==> src/rtl/camera_frame_capture.sv <==
// camera_frame_capture
//   Capture engine between a parallel-output image sensor (PCLK/VSYNC/HREF/D)
//   and a single-port frame RAM. Generates the sensor master clock, brings the
//   sensor bus into the i_Clk domain, assembles multi-byte pixels, optionally
//   decimates in X and Y, and writes one pixel word per strobe to sequential
//   RAM addresses. Frames are captured single-shot or continuously.
//
// Ports
//   i_Clk               system clock, all logic on rising edge
//   i_Reset_n           synchronous active-low reset
//   i_PLK               sensor pixel clock (asynchronous)
//   i_VS                sensor VSYNC, high = vertical blanking
//   i_HS                sensor HREF, high = valid line data
//   i_D                 sensor data
//   i_Start             one-cycle pulse, arms one capture
//   i_Continuous        level, capture every frame while high
//   o_XLK               sensor master clock, period 2*XCLK_DIV
//   o_to_RAM            pixel word, first byte in MSBs
//   o_RAM_Adress        write address
//   o_RAM_Write_Enable  one-cycle write strobe
//   o_Busy              high outside IDLE
//   o_Frame_Done        one-cycle pulse at frame end
//   o_Frame_Error       size error of last frame, held until next frame start
//   o_Line_Count        HREF lines seen in current/last frame (saturating)

module camera_frame_capture #(
  parameter int unsigned XCLK_DIV        = 5,
  parameter int unsigned DATA_W          = 8,
  parameter int unsigned BYTES_PER_PIXEL = 2,
  parameter int unsigned ADDR_W          = 15,
  parameter int unsigned FRAME_PIXELS    = 9216,
  parameter int unsigned DECIM           = 1,
  parameter int unsigned LINE_W          = 10
) (
  input  logic                              i_Clk,
  input  logic                              i_Reset_n,
  input  logic                              i_PLK,
  input  logic                              i_VS,
  input  logic                              i_HS,
  input  logic [DATA_W-1:0]                 i_D,
  input  logic                              i_Start,
  input  logic                              i_Continuous,
  output logic                              o_XLK,
  output logic [DATA_W*BYTES_PER_PIXEL-1:0] o_to_RAM,
  output logic [ADDR_W-1:0]                 o_RAM_Adress,
  output logic                              o_RAM_Write_Enable,
  output logic                              o_Busy,
  output logic                              o_Frame_Done,
  output logic                              o_Frame_Error,
  output logic [LINE_W-1:0]                 o_Line_Count
);

  localparam int unsigned PIX_W  = DATA_W * BYTES_PER_PIXEL;
  localparam int unsigned XDIV_W = $clog2(XCLK_DIV) + 1;
  localparam int unsigned PH_W   = (BYTES_PER_PIXEL > 1) ? $clog2(BYTES_PER_PIXEL) : 1;
  localparam int unsigned DEC_W  = (DECIM > 1) ? $clog2(DECIM) : 1;
  // One extra bit so FRAME_PIXELS == 2**ADDR_W is still representable.
  localparam int unsigned CNT_W  = ADDR_W + 1;

  typedef enum logic [1:0] {
    ST_IDLE,
    ST_WAIT_VS,
    ST_CAPTURE,
    ST_DONE
  } state_t;

  state_t state, state_next;

  // ---------------------------------------------------------------------------
  // Sensor master clock
  // ---------------------------------------------------------------------------
  logic [XDIV_W-1:0] xdiv_cnt;

  always_ff @(posedge i_Clk) begin
    if (!i_Reset_n) begin
      xdiv_cnt <= '0;
      o_XLK    <= 1'b0;
    end else if (xdiv_cnt == XDIV_W'(XCLK_DIV - 1)) begin
      xdiv_cnt <= '0;
      o_XLK    <= ~o_XLK;
    end else begin
      xdiv_cnt <= xdiv_cnt + 1'b1;
    end
  end

  // ---------------------------------------------------------------------------
  // Synchronisers: bit0 = q1, bit1 = q2, bit2 = q3 (edge-detect stage)
  // ---------------------------------------------------------------------------
  logic [2:0]        plk_sync;
  logic [2:0]        vs_sync;
  logic [2:0]        hs_sync;
  logic [DATA_W-1:0] d_q1;
  logic [DATA_W-1:0] d_q2;

  always_ff @(posedge i_Clk) begin
    if (!i_Reset_n) begin
      plk_sync <= '0;
      vs_sync  <= '0;
      hs_sync  <= '0;
      d_q1     <= '0;
      d_q2     <= '0;
    end else begin
      plk_sync <= {plk_sync[1:0], i_PLK};
      vs_sync  <= {vs_sync[1:0], i_VS};
      hs_sync  <= {hs_sync[1:0], i_HS};
      d_q1     <= i_D;
      d_q2     <= d_q1;
    end
  end

  logic plk_rise;
  logic vs_rise;
  logic vs_fall;
  logic hs_fall;
  logic vs_level;
  logic hs_level;

  assign plk_rise = plk_sync[1] & ~plk_sync[2];
  assign vs_rise  = vs_sync[1]  & ~vs_sync[2];
  assign vs_fall  = ~vs_sync[1] & vs_sync[2];
  assign hs_fall  = ~hs_sync[1] & hs_sync[2];
  assign vs_level = vs_sync[1];
  assign hs_level = hs_sync[1];

  // ---------------------------------------------------------------------------
  // Control FSM
  // ---------------------------------------------------------------------------
  always_ff @(posedge i_Clk) begin
    if (!i_Reset_n) begin
      state <= ST_IDLE;
    end else begin
      state <= state_next;
    end
  end

  always_comb begin
    state_next   = state;
    o_Busy       = 1'b1;
    o_Frame_Done = 1'b0;
    case (state)
      ST_IDLE: begin
        o_Busy = 1'b0;
        if (i_Start || i_Continuous) begin
          state_next = ST_WAIT_VS;
        end
      end
      ST_WAIT_VS: begin
        if (vs_fall) begin
          state_next = ST_CAPTURE;
        end
      end
      ST_CAPTURE: begin
        if (vs_rise) begin
          state_next = ST_DONE;
        end
      end
      ST_DONE: begin
        o_Frame_Done = 1'b1;
        state_next   = i_Continuous ? ST_WAIT_VS : ST_IDLE;
      end
      default: begin
        state_next = ST_IDLE;
      end
    endcase
  end

  // ---------------------------------------------------------------------------
  // Pixel assembly, decimation and RAM write
  // ---------------------------------------------------------------------------
  logic [CNT_W-1:0] addr;
  logic [PH_W-1:0]  phase;
  logic [DEC_W-1:0] x_cnt;
  logic [DEC_W-1:0] y_cnt;
  logic [PIX_W-1:0] pix_reg;
  logic [PIX_W-1:0] pix_next;
  logic [DEC_W-1:0] x_inc;
  logic [DEC_W-1:0] y_inc;
  logic             byte_take;
  logic             pix_done;
  logic             pix_keep;
  logic             frame_full;

  // A VS rise forces vs_level high, so a coincident PLK rise is never taken.
  assign byte_take  = (state == ST_CAPTURE) && plk_rise && !vs_level && hs_level;
  assign pix_done   = byte_take && (phase == PH_W'(BYTES_PER_PIXEL - 1));
  assign pix_keep   = pix_done && (x_cnt == '0) && (y_cnt == '0);
  assign frame_full = (addr == CNT_W'(FRAME_PIXELS));
  assign pix_next   = (pix_reg << DATA_W) | PIX_W'(d_q2);
  assign x_inc      = (x_cnt == DEC_W'(DECIM - 1)) ? '0 : x_cnt + 1'b1;
  assign y_inc      = (y_cnt == DEC_W'(DECIM - 1)) ? '0 : y_cnt + 1'b1;

  always_ff @(posedge i_Clk) begin
    if (!i_Reset_n) begin
      addr               <= '0;
      phase              <= '0;
      x_cnt              <= '0;
      y_cnt              <= '0;
      pix_reg            <= '0;
      o_to_RAM           <= '0;
      o_RAM_Adress       <= '0;
      o_RAM_Write_Enable <= 1'b0;
      o_Frame_Error      <= 1'b0;
      o_Line_Count       <= '0;
    end else begin
      o_RAM_Write_Enable <= 1'b0;
      if (state == ST_WAIT_VS && vs_fall) begin
        addr          <= '0;
        phase         <= '0;
        x_cnt         <= '0;
        y_cnt         <= '0;
        o_Line_Count  <= '0;
        o_Frame_Error <= 1'b0;
      end else if (state == ST_CAPTURE) begin
        if (vs_rise) begin
          // Overflow may already have flagged the error; keep it sticky.
          if (!frame_full) begin
            o_Frame_Error <= 1'b1;
          end
        end else if (hs_fall) begin
          if (o_Line_Count != '1) begin
            o_Line_Count <= o_Line_Count + 1'b1;
          end
          phase <= '0;
          x_cnt <= '0;
          y_cnt <= y_inc;
        end else if (byte_take) begin
          pix_reg <= pix_next;
          if (pix_done) begin
            phase <= '0;
            x_cnt <= x_inc;
            if (pix_keep) begin
              if (frame_full) begin
                o_Frame_Error <= 1'b1;
              end else begin
                o_RAM_Write_Enable <= 1'b1;
                o_RAM_Adress       <= addr[ADDR_W-1:0];
                o_to_RAM           <= pix_next;
                addr               <= addr + 1'b1;
              end
            end
          end else begin
            phase <= phase + 1'b1;
          end
        end
      end
    end
  end

endmodule

==> config.mk <==
export PLATFORM = sky130hd
export DESIGN_NAME = camera_frame_capture
export DESIGN_NICKNAME = d
export VERILOG_FILES = /design/src/rtl/camera_frame_capture.sv
export SDC_FILE = /design/constraint.sdc
export NUM_CORES = 1
export LEC_CHECK = 0
export BUFFER_PORTS_ARGS = -buffer_cell sky130_fd_sc_hd__buf_4
export CAP_MARGIN = 20
export CORE_MARGIN = 2
export CORE_UTILIZATION = 50
export DETAILED_ROUTE_END_ITERATION = 12
export GPL_TIMING_DRIVEN = 1
export HOLD_SLACK_MARGIN = 0.05
export PLACE_DENSITY = 0.83
export SLEW_MARGIN = 20
export SYNTH_ARGS = -nofsm -noshare
export SYNTH_HDL_FRONTEND = slang
export SYNTH_SLANG_ARGS = --single-unit
==> constraint.sdc <==
create_clock -name i_Clk -period 3 [get_ports i_Clk]
set_clock_uncertainty 0.2 [all_clocks]
set_input_delay 0 -clock i_Clk [delete_from_list [all_inputs] [get_ports i_Clk]]
set_output_delay 0 -clock i_Clk [all_outputs]
set_load 0.01 [all_outputs]
==> out/metrics.cfg <==
[outcome]
status=finished clean

[synthesis]
synth_top_family_by_area=simple AND/OR/NAND/NOR gates
yosysWarnings=0
synth-xor-area-share_pct=1.73
synthFlopType=dfxtp_1
synth_simple_gate_area_share_pct=24.6
synth_seq_cells=100
syn_area_sq_mm=0.00404
yosysUniqueCellTypes=45
syn-instance-count=433
syn_area_per_cell_sq_um=9.34
synth_compound_area_share_pct=7.83
ys_seq_area_share_pct=49.5
muxShareOfSynthArea_pct=9.66
synth_fa_ha_area_share_pct=3.10
synth_edf_count=0
async_flop_share_pct=0
syn-num-nets=458

[drt]
drc=0
viasPerCell=5.45
drt_iter0_markers=141
postRouteAntennaNets=0
routedWlPerCell_um=14.0
wl_mm=8.48
first_pass_iters=5
via_count=3311

[floorplan]
fp.coreArea_sq_mm=0.00777
die_height_um=93.9
die_x_um=93.9
start_util_pct=52.0
rows=32
dieArea_sq_mm=0.00882
io_pins=61

[setup_path]
r2r-start=state[0]
r2r-end=o_to_RAM[14]
arrival_ns=2.70
cp-end-kind=flop
crit_required_ns=3.10
rrSetupSlack_ns=0.40
r2r_cells=7
path_class=reg2reg
start_kind=flop
worstPathMaxFanout=24

[sta]
min_period_over_period_pct=86.6
min_period_ns=2.60
max-slew-margin-rel_pct=48.8
slew_violations=0
worst_pin_slew_ns=0.766
rsz0062_at_grt=no
hold_viol_final=0
fmax_mhz=385
setup_tns_ns=0
setup_viol=0

[min_path]
hold_start=i_D[0]
min-delay-path-class=in2reg
holdPathEnd=d_q1[0]
min_path_cells=3

[finish]
antenna_cells=0
fin_util_pct=63.1
post-route-cell-area_sq_mm=0.00490
nNetsFinal=526
drive_above_1_share_pct=16.4
syn_to_final_growth_pct=21.2
fillers=628
top_regs=addr: 16 flops, o_to_RAM: 16 flops, o_RAM_Adress: 15 flops

[grt]
grt_start_max_net_pins=89
grt_overflow_total=0
antenna_found_initial=0
groute.usage.overall_pct=20.1
grt_pass1_wl_mm=14.0
grt_pass1_vias=3064

[clocking]
cts_made_buffers=9
clock-sinks=100
clk_path_buf_depth=2
cts_tree=done
cts_root_buffer=clkbuf_8
cts_setup_buffers=0
clock_latency_ns=0.38
ctsHoldBuffers=14
cts-resized-gates=0
ctsHtreeMaxLevel=3
cts.clk_slew.worst_paths_ns=0.10

[place]
hpwl_mm=5.67
io_buffers=60
dpl-instance-area_sq_mm=0.00456
gp_congestion=0.831

[pwr]
ir_worst_vdd_mv=0.357
p_leak_nw=1.88
p_per_area_mw_per_mm2=505

[flow_run]
cap_violations=0

==> through the flow <==
| stage | std cells | hold slack (ns) | worst slack [ns] | power [mW] |
|---|---|---|---|---|
| finish | 608 | 0.168 | 0.403 | 2.48 |
| CTS | 608 | 0.147 | 0.419 | 2.50 |
| detailed placement | 578 | 0.0115 | 0.457 | 1.64 |
| floorplan | 433 | -0.0727 | 0.848 | 1.56 |
| global route | 608 | 0.156 | 0.218 | 2.59 |
| global placement | 578 | 0.00757 | 0.637 | 1.62 |
==> layout by cell type (no fill, tap or decap), drive strengths merged, types with 2 or more instances in the layout <==
cell type / n
nor3b: 3
o311ai: 2
xnor2: 3
clkbuf: 9
nand4: 6
a31oi: 2
o31a: 2
nor4: 6
mux2i: 39
nand2b: 2
nor3: 7
and2: 27
dfxtp: 100
nand3: 13
o31ai: 9
buf: 64
o21ai: 7
nor2: 18
a21oi: 19
and3: 7
or4: 8
or3: 6
a211oi: 2
and4: 3
nand2: 77
inv: 18
ha: 10
dlygate4sd3: 14
o41ai: 2
xor2: 5
o211ai: 2
==> Yosys cell counts, drive strengths merged, types with 3 or more instances <==
library cell	number	area [sq um]
nand2	77	289
mux2i	39	390
or3	6	37.5
nand3	13	70.1
and4	3	26.3
nor3	7	40.0
o21ai	7	35.0
xor2	5	43.8
nor4	6	37.5
buf	7	42.5
xnor2	3	26.3
or4	8	60.1
clkbuf	14	52.6
o31ai	9	67.6
ha	10	125
and2	27	169
inv	13	48.8
nor2	18	67.6
and3	7	43.8
a21oi	19	95.1
nor3b	3	22.5
nand4	6	37.5
dfxtp	100	2000
==> area by class of cell <==
type / instances / area [sq um] / area share [%]
Clock inverter: 7 / 75.1 / 1.53
Clock buffer: 9 / 124 / 2.53
Inverter: 13 / 48.8 / 0.996
Multi-Input combinational cell: 299 / 1900 / 38.8
Timing Repair Buffer: 78 / 621 / 12.7
Tap cell: 102 / 128 / 2.60
Sequential cell: 100 / 2000 / 40.8
==> how the worst max path moves through the flow <==
stage / from / to / slack, ns / cells after the start
5_1_grt: state[0] / o_to_RAM[13] / 0.22 / 7
3_5_place_dp: state[0] / o_to_RAM[12] / 0.46 / 7
6_report: state[0] / o_to_RAM[14] / 0.40 / 7
4_1_cts: state[0] / o_to_RAM[14] / 0.42 / 7
3_3_place_gp: state[0] / o_RAM_Adress[7] / 0.64 / 7
2_1_floorplan: state[0] / addr[15] / 0.85 / 7
==> worst max-delay path, stage by stage (launching register included) <==
cell      delay [ns]
dfxtp_1         0.35
inv_1           0.14
ha_1            0.29
and4bb_1        0.39
nand3_2         0.24
nor3_4          0.25
buf_4           0.40
mux2i_1         0.27
==> where the power goes <==
part	leakage, nW	internal [mW]	switching, mW	total, mW
sequential	0.811	1.36	0.0240	1.38
clock	0.0990	0.332	0.517	0.849
combinational	0.974	0.108	0.135	0.244
==> cell families after synthesis <==
kind of cell / Yosys count
flip-flops: 100
AND/OR/NAND/NOR: 192
XOR/XNOR: 8
adder cells (fa/ha/maj): 10
AO/OA/AOI/OAI: 50
multiplexers: 39
buffers and inverters: 34
==> layer usage <==
layer  vias to the layer above  share of wire (%)  GRT usage (%)  routed length, um
met5                         -                  0              0                  0
met1                      1545                 44           24.1               3700
li1                       1644                  -              -                  -
met2                       101                 49           34.6               4120
met4                         0                2.6           7.97                222
met3                        21                5.2           4.74                437
No activity file was read; power rests on OpenSTA's default activity.
